`src/rtl/falafel_lsu.sv`:
```
// falafel_lsu: load/store unit of the falafel free-list allocator.
//
// Takes one header_data_req_t command at a time from the allocator control
// FSM and turns it into single-word accesses on the allocator memory port.
// The accesses are header loads, header writes, and spin/release of the
// global free-list lock. It returns one header_data_rsp_t per command.
//
// Ports
//   clk_i        : clock, all state changes on the rising edge
//   rst_i        : asynchronous active-high reset
//   req_i        : command (req_i.val = valid)
//   req_ready_o  : a command is accepted this cycle when req_i.val is also high
//   rsp_o        : registered response (rsp_o.val = valid)
//   rsp_ready_i  : consumer takes the response
//   mem_req_o    : memory request valid (registered)
//   mem_we_o     : 1 = write, 0 = read (registered)
//   mem_addr_o   : byte address, word granular (registered)
//   mem_wdata_o  : write data (registered)
//   mem_gnt_i    : memory accepts the request this cycle
//   mem_rvalid_i : read data valid
//   mem_rdata_i  : read data

package falafel_pkg;

    localparam int          DATA_W                 = 64;
    localparam logic [63:0] BLOCK_NEXT_ADDR_OFFSET = 64'd8;

    localparam logic [2:0] OP_LOAD         = 3'd0;
    localparam logic [2:0] OP_UPDATE       = 3'd1;
    localparam logic [2:0] OP_FREE_INSERT  = 3'd2;
    localparam logic [2:0] OP_ALLOC_INSERT = 3'd3;
    localparam logic [2:0] OP_DELETE       = 3'd4;
    localparam logic [2:0] OP_LOCK         = 3'd5;
    localparam logic [2:0] OP_UNLOCK       = 3'd6;

    typedef struct packed {
        logic [DATA_W-1:0] addr;
        logic [DATA_W-1:0] size;
        logic [DATA_W-1:0] next_addr;
    } header_data_t;

    typedef struct packed {
        logic         val;
        logic [2:0]   op;
        header_data_t header_data;
    } header_data_req_t;

    typedef struct packed {
        logic         val;
        header_data_t header_data;
    } header_data_rsp_t;

endpackage

module falafel_lsu
    import falafel_pkg::*;
#(
    parameter logic [63:0] LOCK_ADDR = 64'h0000_0000_0000_1000
) (
    input  logic             clk_i,
    input  logic             rst_i,
    input  header_data_req_t req_i,
    output logic             req_ready_o,
    output header_data_rsp_t rsp_o,
    input  logic             rsp_ready_i,
    output logic             mem_req_o,
    output logic             mem_we_o,
    output logic [63:0]      mem_addr_o,
    output logic [63:0]      mem_wdata_o,
    input  logic             mem_gnt_i,
    input  logic             mem_rvalid_i,
    input  logic [63:0]      mem_rdata_i
);

    typedef enum logic [3:0] {
        IDLE      = 4'd0,
        WR_SIZE   = 4'd1,
        WR_NEXT   = 4'd2,
        RD_SIZE   = 4'd3,
        WAIT_SIZE = 4'd4,
        RD_NEXT   = 4'd5,
        WAIT_NEXT = 4'd6,
        LOCK_RD   = 4'd7,
        LOCK_WAIT = 4'd8,
        LOCK_WR   = 4'd9,
        UNLOCK_WR = 4'd10,
        RSP       = 4'd11
    } state_e;

    state_e           state_q, state_d;
    header_data_req_t cmd_q, cmd_d;
    logic [63:0]      rdata0_q, rdata0_d;
    header_data_rsp_t rsp_q, rsp_d;
    logic             mem_req_q, mem_req_d;
    logic             mem_we_q, mem_we_d;
    logic [63:0]      mem_addr_q, mem_addr_d;
    logic [63:0]      mem_wdata_q, mem_wdata_d;
    logic [63:0]      next_field_addr_s;
    header_data_t     rsp_hd_s;

    // Unknown encodings make no memory access and respond straight away.
    function automatic state_e first_state(input logic [2:0] op);
        case (op)
            OP_LOAD:                             first_state = RD_SIZE;
            OP_UPDATE, OP_FREE_INSERT,
            OP_ALLOC_INSERT:                     first_state = WR_SIZE;
            OP_DELETE:                           first_state = WR_NEXT;
            OP_LOCK:                             first_state = LOCK_RD;
            OP_UNLOCK:                           first_state = UNLOCK_WR;
            default:                             first_state = RSP;
        endcase
    endfunction

    // The reset term keeps ready low while reset is asserted, even though the state already reads IDLE.
    assign req_ready_o = (state_q == IDLE) && !rst_i;
    assign rsp_o       = rsp_q;
    assign mem_req_o   = mem_req_q;
    assign mem_we_o    = mem_we_q;
    assign mem_addr_o  = mem_addr_q;
    assign mem_wdata_o = mem_wdata_q;

    // Next-state logic, command latch and first read-word capture.
    always_comb begin
        state_d  = state_q;
        cmd_d    = cmd_q;
        rdata0_d = rdata0_q;
        case (state_q)
            IDLE: begin
                if (req_i.val) begin
                    cmd_d   = req_i;
                    state_d = first_state(req_i.op);
                end else begin
                    state_d = IDLE;
                end
            end
            WR_SIZE: begin
                if (mem_gnt_i) begin
                    state_d = (cmd_q.op == OP_ALLOC_INSERT) ? RSP : WR_NEXT;
                end else begin
                    state_d = WR_SIZE;
                end
            end
            WR_NEXT, LOCK_WR, UNLOCK_WR: begin
                if (mem_gnt_i) begin
                    state_d = RSP;
                end else begin
                    state_d = state_q;
                end
            end
            RD_SIZE: begin
                if (mem_gnt_i) begin
                    state_d = WAIT_SIZE;
                end else begin
                    state_d = RD_SIZE;
                end
            end
            WAIT_SIZE: begin
                if (mem_rvalid_i) begin
                    rdata0_d = mem_rdata_i;
                    state_d  = RD_NEXT;
                end else begin
                    state_d = WAIT_SIZE;
                end
            end
            RD_NEXT: begin
                if (mem_gnt_i) begin
                    state_d = WAIT_NEXT;
                end else begin
                    state_d = RD_NEXT;
                end
            end
            WAIT_NEXT: begin
                if (mem_rvalid_i) begin
                    state_d = RSP;
                end else begin
                    state_d = WAIT_NEXT;
                end
            end
            LOCK_RD: begin
                if (mem_gnt_i) begin
                    state_d = LOCK_WAIT;
                end else begin
                    state_d = LOCK_RD;
                end
            end
            LOCK_WAIT: begin
                // A nonzero lock word means someone else holds it: spin.
                if (mem_rvalid_i) begin
                    state_d = (mem_rdata_i == 64'd0) ? LOCK_WR : LOCK_RD;
                end else begin
                    state_d = LOCK_WAIT;
                end
            end
            RSP: begin
                if (rsp_ready_i) begin
                    state_d = IDLE;
                end else begin
                    state_d = RSP;
                end
            end
            default: state_d = IDLE;
        endcase
    end

    // Memory request registers are loaded for the state being entered, so each access appears one cycle after its decision.
    always_comb begin
        next_field_addr_s = cmd_d.header_data.addr + BLOCK_NEXT_ADDR_OFFSET;
        mem_req_d   = 1'b0;
        mem_we_d    = 1'b0;
        mem_addr_d  = 64'd0;
        mem_wdata_d = 64'd0;
        case (state_d)
            WR_SIZE: begin
                mem_req_d   = 1'b1;
                mem_we_d    = 1'b1;
                mem_addr_d  = cmd_d.header_data.addr;
                mem_wdata_d = cmd_d.header_data.size;
            end
            WR_NEXT: begin
                mem_req_d   = 1'b1;
                mem_we_d    = 1'b1;
                mem_addr_d  = next_field_addr_s;
                mem_wdata_d = cmd_d.header_data.next_addr;
            end
            RD_SIZE: begin
                mem_req_d  = 1'b1;
                mem_addr_d = cmd_d.header_data.addr;
            end
            RD_NEXT: begin
                mem_req_d  = 1'b1;
                mem_addr_d = next_field_addr_s;
            end
            LOCK_RD: begin
                mem_req_d  = 1'b1;
                mem_addr_d = LOCK_ADDR;
            end
            LOCK_WR: begin
                mem_req_d   = 1'b1;
                mem_we_d    = 1'b1;
                mem_addr_d  = LOCK_ADDR;
                mem_wdata_d = 64'd1;
            end
            UNLOCK_WR: begin
                mem_req_d   = 1'b1;
                mem_we_d    = 1'b1;
                mem_addr_d  = LOCK_ADDR;
                mem_wdata_d = 64'd0;
            end
            default: begin
                mem_req_d = 1'b0;
            end
        endcase
    end

    // Response register: loaded on entry to RSP, cleared on handshake.
    always_comb begin
        case (cmd_d.op)
            OP_LOAD: rsp_hd_s = '{addr: cmd_d.header_data.addr, size: rdata0_q,
                                  next_addr: mem_rdata_i};
            OP_LOCK, OP_UNLOCK: rsp_hd_s = '{addr: LOCK_ADDR, size: 64'd0, next_addr: 64'd0};
            default: rsp_hd_s = cmd_d.header_data;
        endcase
        if ((state_d == RSP) && (state_q != RSP)) begin
            rsp_d.val         = 1'b1;
            rsp_d.header_data = rsp_hd_s;
        end else if ((state_q == RSP) && (state_d == IDLE)) begin
            rsp_d = '0;
        end else begin
            rsp_d = rsp_q;
        end
    end

    // State and output registers with asynchronous reset.
    always_ff @(posedge clk_i or posedge rst_i) begin
        if (rst_i) begin
            state_q     <= IDLE;
            cmd_q       <= '0;
            rdata0_q    <= 64'd0;
            rsp_q       <= '0;
            mem_req_q   <= 1'b0;
            mem_we_q    <= 1'b0;
            mem_addr_q  <= 64'd0;
            mem_wdata_q <= 64'd0;
        end else begin
            state_q     <= state_d;
            cmd_q       <= cmd_d;
            rdata0_q    <= rdata0_d;
            rsp_q       <= rsp_d;
            mem_req_q   <= mem_req_d;
            mem_we_q    <= mem_we_d;
            mem_addr_q  <= mem_addr_d;
            mem_wdata_q <= mem_wdata_d;
        end
    end

endmodule

```
`config.mk`:
```
export PLATFORM = sky130hd
export DESIGN_NAME = falafel_lsu
export DESIGN_NICKNAME = d
export VERILOG_FILES = /design/src/rtl/falafel_lsu.sv
export SDC_FILE = /design/constraint.sdc
export NUM_CORES = 1
export LEC_CHECK = 0
export ABC_AREA = 1
export CAP_MARGIN = 5
export CORE_MARGIN = 2
export CORE_UTILIZATION = 34
export CTS_BUF_LIST = sky130_fd_sc_hd__clkbuf_8
export CTS_CLUSTER_SIZE = 40
export DETAILED_ROUTE_END_ITERATION = 8
export GPL_ROUTABILITY_DRIVEN = 0
export GPL_TIMING_DRIVEN = 0
export MAX_ROUTING_LAYER = met4
export PLACE_DENSITY = 0.66
export SYNTH_ARGS = -nofsm -noshare
export SYNTH_HDL_FRONTEND = slang
export SYNTH_SLANG_ARGS = --single-unit
```
`constraint.sdc`:
```
create_clock -name clk_i -period 31.5 [get_ports clk_i]
set_input_delay 9.45 -clock clk_i [delete_from_list [all_inputs] [get_ports clk_i]]
set_output_delay 9.45 -clock clk_i [all_outputs]
set_load 0.02 [all_outputs]
```
==> summary.md <==
| Metric | Value |
|---|---|
| Number of global-route vias before repair | `27.12k` |
| Library cell used as clock root buffer | `clkbuf_8` |
| Final Hold Violating Endpoints | `0` |
| Final Instance Area | `0.03763 mm2` |
| Clock power frac | `18.1%` |
| Cell with the most instances on the worst path | `clkdlybuf4s50_1` |
| P_int | `2192 uW` |
| Global-route wire length before repair | `175.5 mm` |
| Pins over their slew limit | `0` |
| Fmax | `49.60 MHz` |
| Largest stage delay, worst path | `between 0.6 and 0.7 ns` |
| Iteration count of the initial detailed-routing pass | `6` |
| Drt first-iter violations | `2416` |
| Core Region | `0.08172 mm2` |
| Number of instances in the synthesized netlist | `3552` |
| Setup crit start kind | `input port` |
| Count of hold buffers inserted by post-cts repair | `0` |
| Mean area per synthesized cell | `7.876 um2` |
| Filler Cells Inserted | `a little over 8k` |
| Sequential fraction of the synthesis area | `52.42%` |
| Ports placed on the boundary | `about 600` |
| Critical path data arrival time | `10.71 ns` |
| Max Buffers Root-to-Sink | `3` |
| Critical path endpoint category | `output pin` |
| Highest-delay cell along the critical path | `clkdlybuf4s50_1` |
| Classification of the worst-slack hold path | `flop to flop` |
| Width of the die | `290.9 um` |
| Synth Warn # | `0` |
| Shortest clock period the worst path allows after layout | `20.16 ns` |
| Clock-pin slew of the registers on the worst-case setup and hold paths | `~0.060 ns` |
| Final Net Count | `around 4.5k` |
| EDFF count, synth | `0` |
| Dpl cell area | `0.03536 mm2` |
| Ratio of total power to cell area | `110.3 mW/mm2` |
| Family of cells with the greatest summed delay on the critical path | `buffers and inverters` |
| Post-detailed-route via-to-cell ratio | `5.088` |
| Synth unique cells | `39` |
| Resized Gates After CTS | `0` |
| Worst clock skew on the final layout | `0.04700 ns` |
| Final routed DRC violation total | `0` |
| Mapped Area | `0.02798 mm2` |
| Final Core Density | `46.05%` |
| Setup repair after global routing missed its margin | `no` |
| Count of state elements after synthesis | `between 500 and 600` |
| P_sw | `1958 uW` |
| Antenna violations before repair | `37` |
| Post-Synthesis Net Count | `3818` |
| Status | `complete, no violations` |
| Leakage power of the design | `0.01847 uW` |
| VDD IR-drop max | `0.00007815 V` |
| Die Y-Extent | `just under 300 um` |
| Type of the setup path with the least slack | `input port to output pin` |
| GRT Total Usage | `28.78%` |
| Total die area | `0.08460 mm2` |
| Power share of the combinational group | `52.3%` |
| Share of post-route cells with drive strength above 1 | `between 10% and 20%` |
| Routed len/inst | `around 22 um` |
| Final Cycle Share | `around 64%` |
| Number of H-tree levels | `3` |
| Fraction of registers with async set or reset after synthesis | `100.0%` |
| Sum of routed wire length over all layers | `120.4 mm` |
| Worst-case headroom to the max-slew limit | `~36%` |
| Starting Density | `34.24%` |
| Post-DRT Antenna Nets | `0` |
| Crit path required time | `roughly 22 ns` |
| Buffers inserted by post-CTS timing repair | `0` |
| Port Buffers | `approximately 590` |
| Global route overflow | `0` |
| Series of cell instances along the critical path | `clkdlybuf4s50_1 -> nor2_1 -> clkdlybuf4s50_1` |
| Tightest Pin Transition | `roughly 0.96 ns` |
| Reg power frac | `around 30%` |
| Area Growth Syn to Fin | `34.49%` |
| Half-perimeter wire length of the detailed placement result | `~90 mm` |
| Most common flop cell mapped by yosys | `dfrtp_1` |
| Std-Cell Rows | `105` |
| # clock sinks | `586` |
| Highest net fanout along the worst path | `2` |
| Share of total power consumed by net switching | `47.18%` |
| Latest clock arrival within the worst-skew pair | `approximately 0.74 ns` |
| Finish-stage setup viols | `0` |
| TritonCTS clock tree | `built` |
| MaxCap Viol Count | `0` |
| Buffer and inverter count on the worst path | `2` |
| Number of buffers inserted during clock tree synthesis | `102` |
| Maximum number of pins on one net before global-route repair | `100` |
| Vias after detailed routing | `~28k` |
[worst reg2reg max path: cells and delay by family (launching register included)]
family / cells / cell delay [ns]
DFF: 1 / 0.44
buffers and inverters: 2 / 0.43
adders and majority gates: 1 / 0.27
and+or+nand+nor: 14 / 2.22
[layout by cell type, fill, tap and decap left out, drive strengths merged, types with 20 or more instances in the layout]
cell type,n
clkdlybuf4s50,587
nor2,178
nand2,1256
o22ai,63
inv,339
or2,130
nand4,25
xor2,20
buf,142
dfrtp,586
clkbuf,198
nand3,476
o21ai,274
diode,35
[cell usage after synthesis, types with 4 or more instances]
| master | n | area, um2 |
|---|---|---|
| nand2_1 | 1215 | 4561 |
| dfrtp_1 | 586 | 14660 |
| nand3_1 | 475 | 2377 |
| inv_1 | 295 | 1107 |
| o21ai_0 | 243 | 1216 |
| nor2_1 | 161 | 604.3 |
| or2_2 | 130 | 813.3 |
| buf_2 | 100 | 500.5 |
| clkbuf_1 | 66 | 247.7 |
| o22ai_1 | 63 | 394.1 |
| nand2_2 | 40 | 250.2 |
| o21ai_1 | 29 | 145.1 |
| nand4_1 | 25 | 156.4 |
| buf_4 | 20 | 150.1 |
| xor2_1 | 20 | 175.2 |
| nor2_2 | 14 | 87.58 |
| buf_6 | 13 | 146.4 |
| inv_2 | 11 | 41.29 |
| nor3_1 | 9 | 45.04 |
| xnor2_1 | 4 | 35.03 |
[sequential cells by signal, summed over array words and instances, names as in the netlist]
signal       cells
cmd_q          195
rsp_o          193
mem_addr_o      64
mem_wdata_o     64
rdata0_q        64
state_q          4
mem_req_o        1
mem_we_o         1
[cell type report]
type	instances	area, um2	share of cell area (%)
clock buffers	131	1803	4.792
inverters	310	1174	3.119
repair buffers	593	6041	16.05
well taps	1070	1339	3.558
multi-input cells	2453	11080	29.45
plain buffers	203	1064	2.826
flip-flops and latches	586	14660	38.97
clock inverters	53	372.9	0.9909
diodes	35	87.58	0.2328
[logic make-up (layout without fill, tap and decap cells)]
logic type,after synthesis,count (layout),share of synthesized area [%]
xor+xnor,24,24,0.7513
compound gates,346,346,6.556
other cells,0,35,0
fa+ha+maj,1,1,0.04472
buf+inv,513,1290,7.970
simple gates,2082,2082,32.26
flops,586,586,52.42
[routing by layer]
metal / vias up / global-route usage, % / wire length (um)
li1: 12760 / - / -
met1: 13160 / 33.42 / 46290
met2: 1467 / 46.01 / 56480
met3: 266 / 8.544 / 12080
met4: 0 / 13.04 / 5514
met5: - / - / 0
[per-stage QoR]
| step | total power, uW | TNS, ns | hold WS (ns) | cells | setup slack, ns |
|---|---|---|---|---|---|
| after floorplan | 2456 | 0 | 0.4422 | 3552 | 5.652 |
| after global placement | 3365 | -1075.77 | 0.4544 | 5209 | -1.915 |
| after detailed placement | 3381 | 0 | 0.4599 | 5215 | 11.34 |
| after CTS | 4142 | 0 | 0.4750 | 5399 | 11.33 |
| after global routing | 4406 | 0 | 0.4855 | 5432 | 11.33 |
| final | 4151 | 0 | 0.4791 | 5434 | 11.34 |
[power groups by stage]
stage	Clock [uW]	Sequential [uW]	Combinational, uW
finish	750	1230	2170
global route	795	1260	2360
CTS	758	1220	2160
detailed placement	0	1230	2150
global placement	0	1240	2130
floorplan	0	1360	1090
[final timing paths]
check,startpoint,to,slack (ns),depth (start not counted)
setup / recovery,rst_i,req_ready_o,11.34,3
hold / removal,rdata0_q[62]$_DFFE_PP0P_,rdata0_q[62]$_DFFE_PP0P_,0.48,2
setup reg to reg,state_q[3]$_DFF_PP0_,mem_addr_o[41]$_DFF_PP0_,28.05,17
hold reg to reg,rdata0_q[62]$_DFFE_PP0P_,rdata0_q[62]$_DFFE_PP0P_,0.48,2
max in group asynchronous,rst_i,cmd_q[94]$_DFF_PP0_,20.95,4
min in group asynchronous,rst_i,rsp_o[178]$_DFFE_PP0P_,9.20,2
(Power assumes the default switching activity.)
